==> config.mk <==
export PLATFORM = sky130hd
export DESIGN_NAME = rr_grant_sequencer
export DESIGN_NICKNAME = d
export VERILOG_FILES = /design/src/rtl/rr_grant_sequencer.sv
export SDC_FILE = /design/constraint.sdc
export NUM_CORES = 1
export LEC_CHECK = 0
export CORE_ASPECT_RATIO = 1.5
export CORE_MARGIN = 2
export CORE_UTILIZATION = 30
export DETAILED_ROUTE_END_ITERATION = 8
export GPL_TIMING_DRIVEN = 0
export PLACE_DENSITY = 0.69
export SYNTH_ARGS = -nofsm -noshare
export SYNTH_HDL_FRONTEND = slang
export SYNTH_SLANG_ARGS = --single-unit
==> constraint.sdc <==
create_clock -name clk -period 2.05 [get_ports clk]
set_input_delay 0.5125 -clock clk [delete_from_list [all_inputs] [get_ports clk]]
set_output_delay 0.5125 -clock clk [all_outputs]
set_load 0.02 [all_outputs]
==> src/rtl/rr_grant_sequencer.sv <==
// Packet-level round-robin grant stage around an external variable-priority arbiter.
// Latches the arbiter's one-hot grant, holds it for a whole packet and muxes the winner onto one channel.
module rr_grant_sequencer #(
  parameter int LENGTH = 4,
  parameter int DATA_W = 8,
  parameter int IDX_W  = $clog2(LENGTH)
) (
  input  logic                     clk,
  input  logic                     rst_n,
  input  logic [LENGTH-1:0]        req,
  input  logic [LENGTH-1:0]        req_last,
  input  logic [LENGTH*DATA_W-1:0] req_data,
  output logic [LENGTH-1:0]        req_ready,
  output logic [LENGTH-1:0]        arb_priority,
  input  logic [LENGTH-1:0]        arb_gnt,
  output logic                     out_valid,
  input  logic                     out_ready,
  output logic [DATA_W-1:0]        out_data,
  output logic                     out_last,
  output logic [IDX_W-1:0]         out_src,
  output logic                     gnt_err
);

  typedef enum logic {
    IDLE = 1'b0,
    BUSY = 1'b1
  } state_t;

  state_t              state_q, state_d;
  logic [LENGTH-1:0]   gnt_q, gnt_d;
  logic [LENGTH-1:0]   prio_q, prio_d;
  logic [IDX_W-1:0]    src_q, src_d;
  logic                err_q, err_d;
  logic [IDX_W-1:0]    gnt_idx;
  logic                gnt_legal;
  logic                busy;
  logic                xfer;
  logic                pkt_end;
  logic [DATA_W-1:0]   data_arr [LENGTH];

  genvar gi;
  generate
    for (gi = 0; gi < LENGTH; gi++) begin : g_slice
      assign data_arr[gi] = req_data[gi*DATA_W +: DATA_W];
    end
  endgenerate

  always_comb begin
    gnt_idx = '0;
    for (int i = 0; i < LENGTH; i++) begin
      if (arb_gnt[i]) gnt_idx = IDX_W'(i);
    end
  end

  // A grant is only trusted if it is one-hot and lands on an active requestor.
  assign gnt_legal = $onehot(arb_gnt) && (|(arb_gnt & req));

  assign busy      = (state_q == BUSY);
  assign out_valid = busy & req[src_q];
  assign out_data  = busy ? data_arr[src_q] : '0;
  assign out_last  = busy & req_last[src_q];
  assign req_ready = gnt_q & {LENGTH{out_ready}};
  assign xfer      = out_valid & out_ready;
  assign pkt_end   = xfer & out_last;

  always_comb begin
    state_d = state_q;
    gnt_d   = gnt_q;
    prio_d  = prio_q;
    src_d   = src_q;
    err_d   = 1'b0;
    case (state_q)
      IDLE: begin
        if (|req) begin
          if (gnt_legal) begin
            gnt_d   = arb_gnt;
            src_d   = gnt_idx;
            state_d = BUSY;
          end else begin
            err_d = 1'b1;
          end
        end
      end
      BUSY: begin
        if (pkt_end) begin
          state_d = IDLE;
          gnt_d   = '0;
          prio_d  = {gnt_q[LENGTH-2:0], gnt_q[LENGTH-1]};
        end
      end
      default: state_d = IDLE;
    endcase
  end

  always_ff @(posedge clk or negedge rst_n) begin
    if (!rst_n) begin
      state_q <= IDLE;
      gnt_q   <= '0;
      prio_q  <= LENGTH'(1);
      src_q   <= '0;
      err_q   <= 1'b0;
    end else begin
      state_q <= state_d;
      gnt_q   <= gnt_d;
      prio_q  <= prio_d;
      src_q   <= src_d;
      err_q   <= err_d;
    end
  end

  assign arb_priority = prio_q;
  assign out_src      = src_q;
  assign gnt_err      = err_q;

endmodule

==> flow_summary.yaml, run 1 <==
global_routing:
  grt_max_degree: 13
  grt.total_usage_pct: 18.8
  grt.overflow.total: 0
  grt_pass1_wl_um: 5380
  grt_pass1_vias: 1140
  antenna_found_initial: 0
placed_design:
  dp_hpwl_um: 2650
  place_congestion: 0.728
  place_inst: 198
  io_buffer_count: 67
  dpl_worst_slack_ps: -1000
cells_and_area:
  syn2layout_area_growth_pct: 91.8
  layout_commonest_cell: "dlygate4sd2_1"
  antenna_cells: 0
  nFillCells: 311
  layoutNonFillerInstCount: 216
  ff_latch_area_sq_um: 303
  final_cell_mix: "39 x dlygate4sd2_1, 15 x buf_6, 15 x clkdlybuf4s50_1"
  postLayoutCoreUtil_pct: 58.9
  multi_input_area_sq_um: 722
  nets: 225
  final_layout_size_suffix_gt1_share_pct: 41.4
clock_tree:
  clk_path_buf_depth: 2
  path_clk_slew_ps: 50
  cts_buffers: 3
  h-tree-depth: 1
  cts_tree: "built"
  cts_hold_buf: 0
  cts_sinks: 12
  clock_latency_ps: 250
  cts_root_buf: "clkbuf_8"
sta:
  fin_crit_ps: 2160
  drv_slew: 0
  fin_skew_ps: 2.66
  hold_viol: 0
  max_freq_mhz: 462
  worst_slack_ps: -113
  fin_crit_sh_pct: 106
  setup_viol: 13
  slew_headroom_pct: 49.3
  rsz0062_at_grt: "true"
  tightest_slew_ps: 752
synthesis:
  netlist.area_leader.share_pct: 26.8
  synthTopCellsByArea: "dfrtp_1 27%, mux4_1 20%, and2_1 10%, mux2_2 6.6%, a221o_1 3.9%"
  synth_nets: 139
  synth_area_sq_mm: 0.00103
  postSynthAreaPerCell_sq_um: 11.6
  ys_ff_latch: 12
  seq_area_frac_synth_pct: 29.3
  yosys.area.top_type: "dfrtp_1"
  synthCells: 89
  synth.distinct_cells: 29
  synth-warning-count: 0
route:
  ant_nets: 0
  post_drt_wl_per_cell_um: 16.6
  route.detailed.drc: 0
  dr.pass1.iters: 4
  routed_wl_um: 3590
  drt-vias-per-instance: 5.15
  drtIter0Drc: 24
  vias: 1112
pwr:
  power.density_mw_per_mm2: 1260
  pwr-share-seq_pct: 17.9
  switching_power_uw: 946
  p_leak_nw: 0.917
  peakVddDrop_mv: 0.819
  switching_share_pct: 37.9
  combinationalPowerShare_pct: 71.6
  clkPwrFrac_pct: 10.5
  internal-power_mw: 1.55
setup_path:
  cp-start-kind: "primary input"
  startpoint: "arb_gnt[0]"
  r2r_start: "out_src[0]$_DFFE_PN0P_"
  cp_max_fo: 4
  end_kind: "flip-flop"
  required_ps: 2170
  critical_path_arrival_ps: 2290
  path_class: "primary input to flip-flop"
floorplanning:
  initial_core_util_pct: 30.7
  core-area_sq_mm: 0.00335
  die_h_um: 75.7
  die-area_sq_mm: 0.00392
  boundaryPins: 68
  die_w_um: 51.8
  row_count: 26
hold_path:
  worst_hold_startpoint: "arb_priority[3]$_DFFE_PN0P_"
  hold_path_class: "flip-flop to flip-flop"
run_status:
  status: "finished with violations"
  violations: "negative setup slack"
run:
  drv_cap: 0
timing repair:
| action | 4_1_cts | 5_1_grt |
|---|---|---|
| setup endpoints to repair | 22 | 17 |
| pin swaps | 10 | 11 |
| cloned | 2 | 0 |
| hold endpoints to repair | 0 | 0 |
| setup buffers | 10 | 4 |
| resized for setup | 138 | 9 |
path summary, 6_finish.rpt:
kind | end | slack [ps] | depth (start not counted)
worst max register to register | gnt_q[1]$_DFFE_PN0P_ | 190 | 8
worst min-delay path | arb_priority[3]$_DFFE_PN0P_ | 510 | 1
worst min register to register | arb_priority[3]$_DFFE_PN0P_ | 510 | 1
max in group asynchronous | out_src[0]$_DFFE_PN0P_ | 1050 | 1
min in group asynchronous | gnt_q[3]$_DFFE_PN0P_ | 620 | 1
worst max-delay path | gnt_q[1]$_DFFE_PN0P_ | -110 | 10
power groups by stage:
stage | Combinational (mW) | Sequential [mW] | Clock, mW
after floorplan | 0.838 | 0.508 | 0
after global placement | 1.49 | 0.441 | 0
after detailed placement | 1.51 | 0.445 | 0
after CTS | 1.79 | 0.443 | 0.262
after global routing | 1.90 | 0.464 | 0.277
final | 1.79 | 0.448 | 0.261
sequential cells by signal, summed over array words and instances (netlist names):
| name | cells |
|---|---|
| gnt_q | 4 |
| busy | 1 |
| gnt_err | 1 |
| out_src | 2 |
| arb_priority | 4 |
Yosys cell counts:
master,number
nor3_1,3
dfstp_2,1
a22o_1,2
nor2b_1,1
clkbuf_1,1
fa_1,1
dfrtp_1,11
o211ai_2,1
a21o_2,1
nor2_1,4
and2_1,17
buf_2,2
nand3b_1,2
mux2i_1,3
a21o_1,1
o21ai_0,2
a211oi_1,1
mux2_2,6
inv_1,7
mux4_1,8
nand2_1,1
buf_6,2
o22a_1,1
nand2b_1,1
nor3b_1,1
ha_1,2
a221o_1,4
o31ai_1,1
o41ai_2,1
logic make-up (layout without fill, tap and decap cells):
kind of cell / after synthesis / count (layout) / synth area share (%)
buffers and inverters: 12 / 96 / 6.08
flip-flops: 12 / 12 / 29.3
AO/OA/AOI/OAI: 15 / 16 / 13.3
adder cells (fa/ha/maj): 3 / 3 / 4.38
AND/OR/NAND/NOR: 30 / 30 / 17.0
multiplexers: 17 / 17 / 29.9
area by class of cell:
class | instances | area share, %
repair buffers | 81 | 38.4
multi-input cells | 66 | 36.6
flip-flops and latches | 12 | 15.3
clock buffers | 4 | 2.79
well taps | 42 | 2.66
plain buffers | 4 | 2.09
inverters | 7 | 2.09
metrics by stage:
step                instance area (sq um)  setup TNS [ps]  hold slack (ps)  total power, mW
finish                               1970            -990              510             2.50
CTS                                  1940           -1720              513             2.50
global placement                     1810          -13750              490             1.93
global route                         1970           -1870              526             2.64
floorplan                            1090            -947              217             1.35
detailed placement                   1810          -14190              498             1.95
critical path, cell delays in order:
cell	delay, ps
buf_8	80
inv_4	30
fa_1	550
inv_2	50
ha_4	160
ha_4	210
nor2_4	100
o211ai_4	110
and2_4	170
a221o_1	310
metal layers:
metal | global-route usage, % | up-vias | share of wire [%]
met5 | 0 | - | 0
met4 | 8.19 | 0 | 2.1
met3 | 3.33 | 7 | 8.7
met2 | 35.5 | 62 | 51
met1 | 20.3 | 542 | 38
li1 | - | 501 | -
(Power assumes the default switching activity.)
==> run 2, diff against run 1 <==
Settings changed: GPL_TIMING_DRIVEN 0 to unset, RECOVER_POWER set to 25.
==> flow_summary.yaml, run 2 (synthesis gave the netlist of run 1 again) <==
run_status:
  status: "finished with violations"
  violations: "negative setup slack"
clock_tree:
  path_clk_slew_ps: 50
  cts_tree: "built"
  cts_sinks: 12
  clk_path_buf_depth: 2
  cts_root_buf: "clkbuf_8"
  cts_buffers: 3
  h-tree-depth: 1
  clock_latency_ps: 250
cells_and_area:
  antenna_cells: 0
  nets: 229
  ff_latch_area_sq_um: 303
  layout_commonest_cell: "dlygate4sd2_1"
  syn2layout_area_growth_pct: 98.9
  nFillCells: 305
  multi_input_area_sq_um: 729
  final_cell_mix: "32 x dlygate4sd2_1, 20 x buf_4, 14 x clkdlybuf4s50_1"
  postLayoutCoreUtil_pct: 61.1
  final_layout_size_suffix_gt1_share_pct: 47.2
  layoutNonFillerInstCount: 220
global_routing:
  grt.overflow.total: 0
  grt_max_degree: 13
  grt.total_usage_pct: 17.2
  grt_pass1_vias: 1151
  grt_pass1_wl_um: 5110
  antenna_found_initial: 0
sta:
  setup_viol: 12
  max_freq_mhz: 469
  hold_viol: 0
  hold_slack_ps: 505
  worst_slack_ps: -82.8
  tightest_slew_ps: 532
  drv_slew: 0
  fin_crit_sh_pct: 104
  rsz0062_at_grt: "true"
  slew_headroom_pct: 64.4
  fin_tns_setup_ps: -452
  fin_skew_ps: 5.71
  fin_crit_ps: 2130
placed_design:
  dp_hpwl_um: 2740
  place_congestion: 0.805
  dpl_worst_slack_ps: -939
  io_buffer_count: 67
  place_inst: 212
setup_path:
  required_ps: 2170
  critPathMaxStageDelay_ps: 540
  cpLargestDelayFamily: "adder cells"
  reg2reg_depth: 6
  startpoint: "arb_gnt[1]"
  r2r-end: "arb_priority[2]$_DFFE_PN0P_"
  cp_cell_sequence: "buf_8, inv_4, fa_1, inv_2, ha_4, ha_4, nor2_4, o211ai_4, and2_4, a221o_1"
  cp_max_fo: 7
  path_class: "primary input to flip-flop"
  cp-start-kind: "primary input"
  path_common_cell: "ha_4"
  cp_num_buf_inv: 3
  cp_slowest_cell: "fa_1"
  end_kind: "flip-flop"
  r2r_start: "out_src[1]$_DFFE_PN0P_"
  reg2reg_slack_ps: 160
  critical_path_arrival_ps: 2260
pwr:
  pwr-share-seq_pct: 17.7
  switching_share_pct: 37.6
  internal-power_mw: 1.56
  switching_power_uw: 940
  peakVddDrop_mv: 0.752
  combinationalPowerShare_pct: 71.9
  power.density_mw_per_mm2: 1220
  p_leak_nw: 0.958
  clkPwrFrac_pct: 10.4
floorplanning:
  die_h_um: 75.7
  initial_core_util_pct: 30.7
  core-area_sq_mm: 0.00335
  die_w_um: 51.8
  die-area_sq_mm: 0.00392
  boundaryPins: 68
  row_count: 26
hold_path:
  worst_hold_startpoint: "arb_priority[3]$_DFFE_PN0P_"
  whs_endpoint: "arb_priority[3]$_DFFE_PN0P_"
  hold_depth: 1
  hold_path_class: "flip-flop to flip-flop"
route:
  drtIter0Drc: 8
  vias: 1095
  dr.pass1.iters: 4
  route.detailed.drc: 0
  routed_wl_um: 3360
  ant_nets: 0
  drt-vias-per-instance: 4.98
  post_drt_wl_per_cell_um: 15.3
run:
  drv_cap: 0
-- run 2: cell types whose count changed in the layout (fill, tap and decap cells not counted), moves of 2 or more --
cell,delta
buf_2,-2
buf_4,+10
buf_6,-2
clkdlybuf4s15_2,+4
dlygate4sd2_1,-7
dlymetal6s2s_1,+3
-- run 2: what timing repair did --
action | CTS | global route
cloned | 0 | 0
setup buffers | 4 | 1
pin swaps | 16 | 11
resized for setup | 146 | 11
setup endpoints to repair | 22 | 19
hold buffers | 0 | 0
-- run 2: stage by stage --
stage               area, sq um  power (mW)
floorplan                  1090        1.35
global placement           1910        1.97
detailed placement         1910        2.00
CTS                        2010        2.48
global route               2050        2.66
finish                     2050        2.50
-- run 2: how the worst max path moves through the flow --
stage,slack [ps],depth (start not counted),end
after floorplan,-190,9,gnt_q[0]$_DFFE_PN0P_
after global placement,-890,10,gnt_q[2]$_DFFE_PN0P_
after detailed placement,-940,10,gnt_q[1]$_DFFE_PN0P_
after CTS,-210,10,gnt_q[0]$_DFFE_PN0P_
after global routing,-150,10,gnt_q[0]$_DFFE_PN0P_
final,-80,10,gnt_q[1]$_DFFE_PN0P_
-- run 2: final cells by class --
cell class,instances,area share (%)
repair buffers,90,42.3
well taps,42,2.57
clock buffers,4,2.69
inverters,7,2.02
multi-input cells,65,35.7
flip-flops and latches,12,14.8
-- run 2: layer usage --
metal / wire (um) / vias up / GRT usage (%)
met5: 0 / - / 0
met4: 33 / 0 / 4.97
met3: 314 / 5 / 3.73
met2: 1680 / 57 / 31.9
met1: 1340 / 525 / 19.8
li1: - / 508 / -
-- run 2: worst reg2reg max path, delay by kind of cell, from the launching register on --
family                 cells  cell delay [ps]
and+or+nand+nor            1               90
AOI/OAI and AO/OA          1              300
muxes                      2              670
buffers and inverters      2              310
DFF                        1              390
-- run 2: power by group through the flow --
stage          clock [mW]  combinational [mW]  sequential (mW)
2_1_floorplan           0               0.838            0.508
3_3_place_gp            0                1.51            0.467
3_5_place_dp            0                1.53            0.470
4_1_cts             0.261                1.78            0.441
5_1_grt             0.278                1.92            0.454
6_report            0.261                1.80            0.442
==> run 3, diff against run 2 <==
Settings changed: RECOVER_POWER 25 to 50.
Clock period 2.05 ns to 2 ns, I/O delays scaled along.
==> flow_summary.yaml, run 3 (synthesis gave the netlist of run 1 again) <==
floorplanning:
  die_w_um: 51.8
  row_count: 26
  initial_core_util_pct: 30.7
  die-area_sq_mm: 0.00392
  die_h_um: 75.7
  core-area_sq_mm: 0.00335
  boundaryPins: 68
global_routing:
  grt.total_usage_pct: 17.8
  grt_pass1_vias: 1157
  antenna_found_initial: 0
  grt_pass1_wl_um: 5340
  grt.overflow.total: 0
  grt_max_degree: 13
setup_path:
  critical_path_arrival_ps: 2260
  critPathMaxStageDelay_ps: 520
  r2r_start: "out_src[1]$_DFFE_PN0P_"
  cp_max_fo: 5
  startpoint: "arb_gnt[3]"
  reg2reg_depth: 6
  cp-start-kind: "primary input"
  critPathCapture: "gnt_q[1]$_DFFE_PN0P_"
  r2r-end: "gnt_q[1]$_DFFE_PN0P_"
  required_ps: 2120
  cp_slowest_cell: "fa_1"
  cp_cell_sequence: "buf_12, inv_12, fa_1, inv_1, ha_2, ha_4, nor2_4, o211ai_4, and2_4, a221o_1"
  path_class: "primary input to flip-flop"
  end_kind: "flip-flop"
  reg2reg_slack_ps: 170
pwr:
  peakVddDrop_mv: 0.884
  p_leak_nw: 0.957
  power.density_mw_per_mm2: 1270
  power_mw: 2.59
clock_tree:
  path_clk_slew_ps: 50
  cts_tree: "built"
  h-tree-depth: 1
  cts_buffers: 3
  clock_latency_ps: 240
  cts_sinks: 12
  cts_hold_buf: 0
  cts_root_buf: "clkbuf_8"
  clk_path_buf_depth: 2
route:
  post_drt_wl_per_cell_um: 15.8
  vias: 1117
  drt-vias-per-instance: 5.03
  ant_nets: 0
  routed_wl_um: 3500
  route.detailed.drc: 0
  dr.pass1.iters: 4
  drtIter0Drc: 27
sta:
  drv_slew: 0
  rsz0062_at_grt: "true"
  max_freq_mhz: 468
  setup_viol: 13
  tightest_slew_ps: 538
  worst_slack_ps: -139
  slew_headroom_pct: 64.0
  hold_viol: 0
  fin_skew_ps: 9.38
  fin_tns_setup_ps: -980
  fin_crit_ps: 2140
  hold_slack_ps: 507
  fin_crit_sh_pct: 107
cells_and_area:
  final_area_sq_mm: 0.00203
  ff_latch_area_sq_um: 303
  final_layout_size_suffix_gt1_share_pct: 48.3
  nFillCells: 300
  layout_commonest_cell: "dlygate4sd2_1"
  nets: 231
  antenna_cells: 0
  syn2layout_area_growth_pct: 97.2
  postLayoutCoreUtil_pct: 60.5
  final_cell_mix: "33 x dlygate4sd2_1, 25 x buf_4, 12 x clkdlybuf4s50_1"
  multi_input_area_sq_um: 729
  layoutNonFillerInstCount: 222
placed_design:
  place_area_sq_mm: 0.00192
  dpl_worst_slack_ps: -964
  place_inst: 213
  dp_hpwl_um: 2830
  io_buffer_count: 67
  place_congestion: 0.800
run:
  drv_cap: 0
hold_path:
  hold_path_class: "flip-flop to flip-flop"
  hold_depth: 1
run_status:
  violations: "negative setup slack"
  status: "finished with violations"
## run 3: changes by cell type in the layout (fill, tap and decap cells not counted), sizes merged
cell	delta
dlygate4sd2	+1
clkdlybuf4s50	-2
clkbuf	+1
buf	+2
clkdlybuf4s15	-1
clkdlybuf4s25	+1
## run 3: final cells by class
| cell class | count | share of cell area, % |
|---|---|---|
| timing repair buffer | 92 | 41.9 |
| multi-input combinational | 65 | 36.0 |
| sequential | 12 | 14.9 |
| clock buffer | 4 | 2.71 |
| tap | 42 | 2.59 |
| inverter | 7 | 1.91 |
## run 3: worst min-delay path by stage
stage / startpoint / endpoint / slack (ps)
after global routing: arb_priority[3]$_DFFE_PN0P_ / arb_priority[3]$_DFFE_PN0P_ / 540
after global placement: arb_priority[2]$_DFFE_PN0P_ / arb_priority[2]$_DFFE_PN0P_ / 490
after detailed placement: arb_priority[2]$_DFFE_PN0P_ / arb_priority[2]$_DFFE_PN0P_ / 500
after CTS: arb_priority[2]$_DFFE_PN0P_ / arb_priority[2]$_DFFE_PN0P_ / 510
after floorplan: rst_n / arb_priority[1]$_DFFE_PN0P_ / 200
final: arb_priority[2]$_DFFE_PN0P_ / arb_priority[2]$_DFFE_PN0P_ / 510
## run 3: worst max-delay path: cells and delay by family
family | cells | cell delay (ps)
compound gates | 2 | 420
simple gates | 2 | 260
fa+ha+maj | 3 | 920
buf+inv | 3 | 160
## run 3: report_power, final
part | internal [mW] | total (mW) | leakage, nW | switching (mW)
clock network | 0.174 | 0.267 | 0.0288 | 0.0935
registers | 0.362 | 0.454 | 0.147 | 0.0925
logic | 1.07 | 1.86 | 0.781 | 0.792
total | 1.61 | 2.59 | 0.957 | 0.978
## run 3: per-layer routing
layer	global-route usage [%]	wire [um]
met5	0	0
met1	18.7	1300
met4	3.51	25
met2	36.0	1880
met3	3.33	295
## run 3: repair_timing
item                       CTS  global route
pin swaps                   13             6
gates resized for setup    144            11
setup buffers                5             0
setup endpoints to repair   22            24
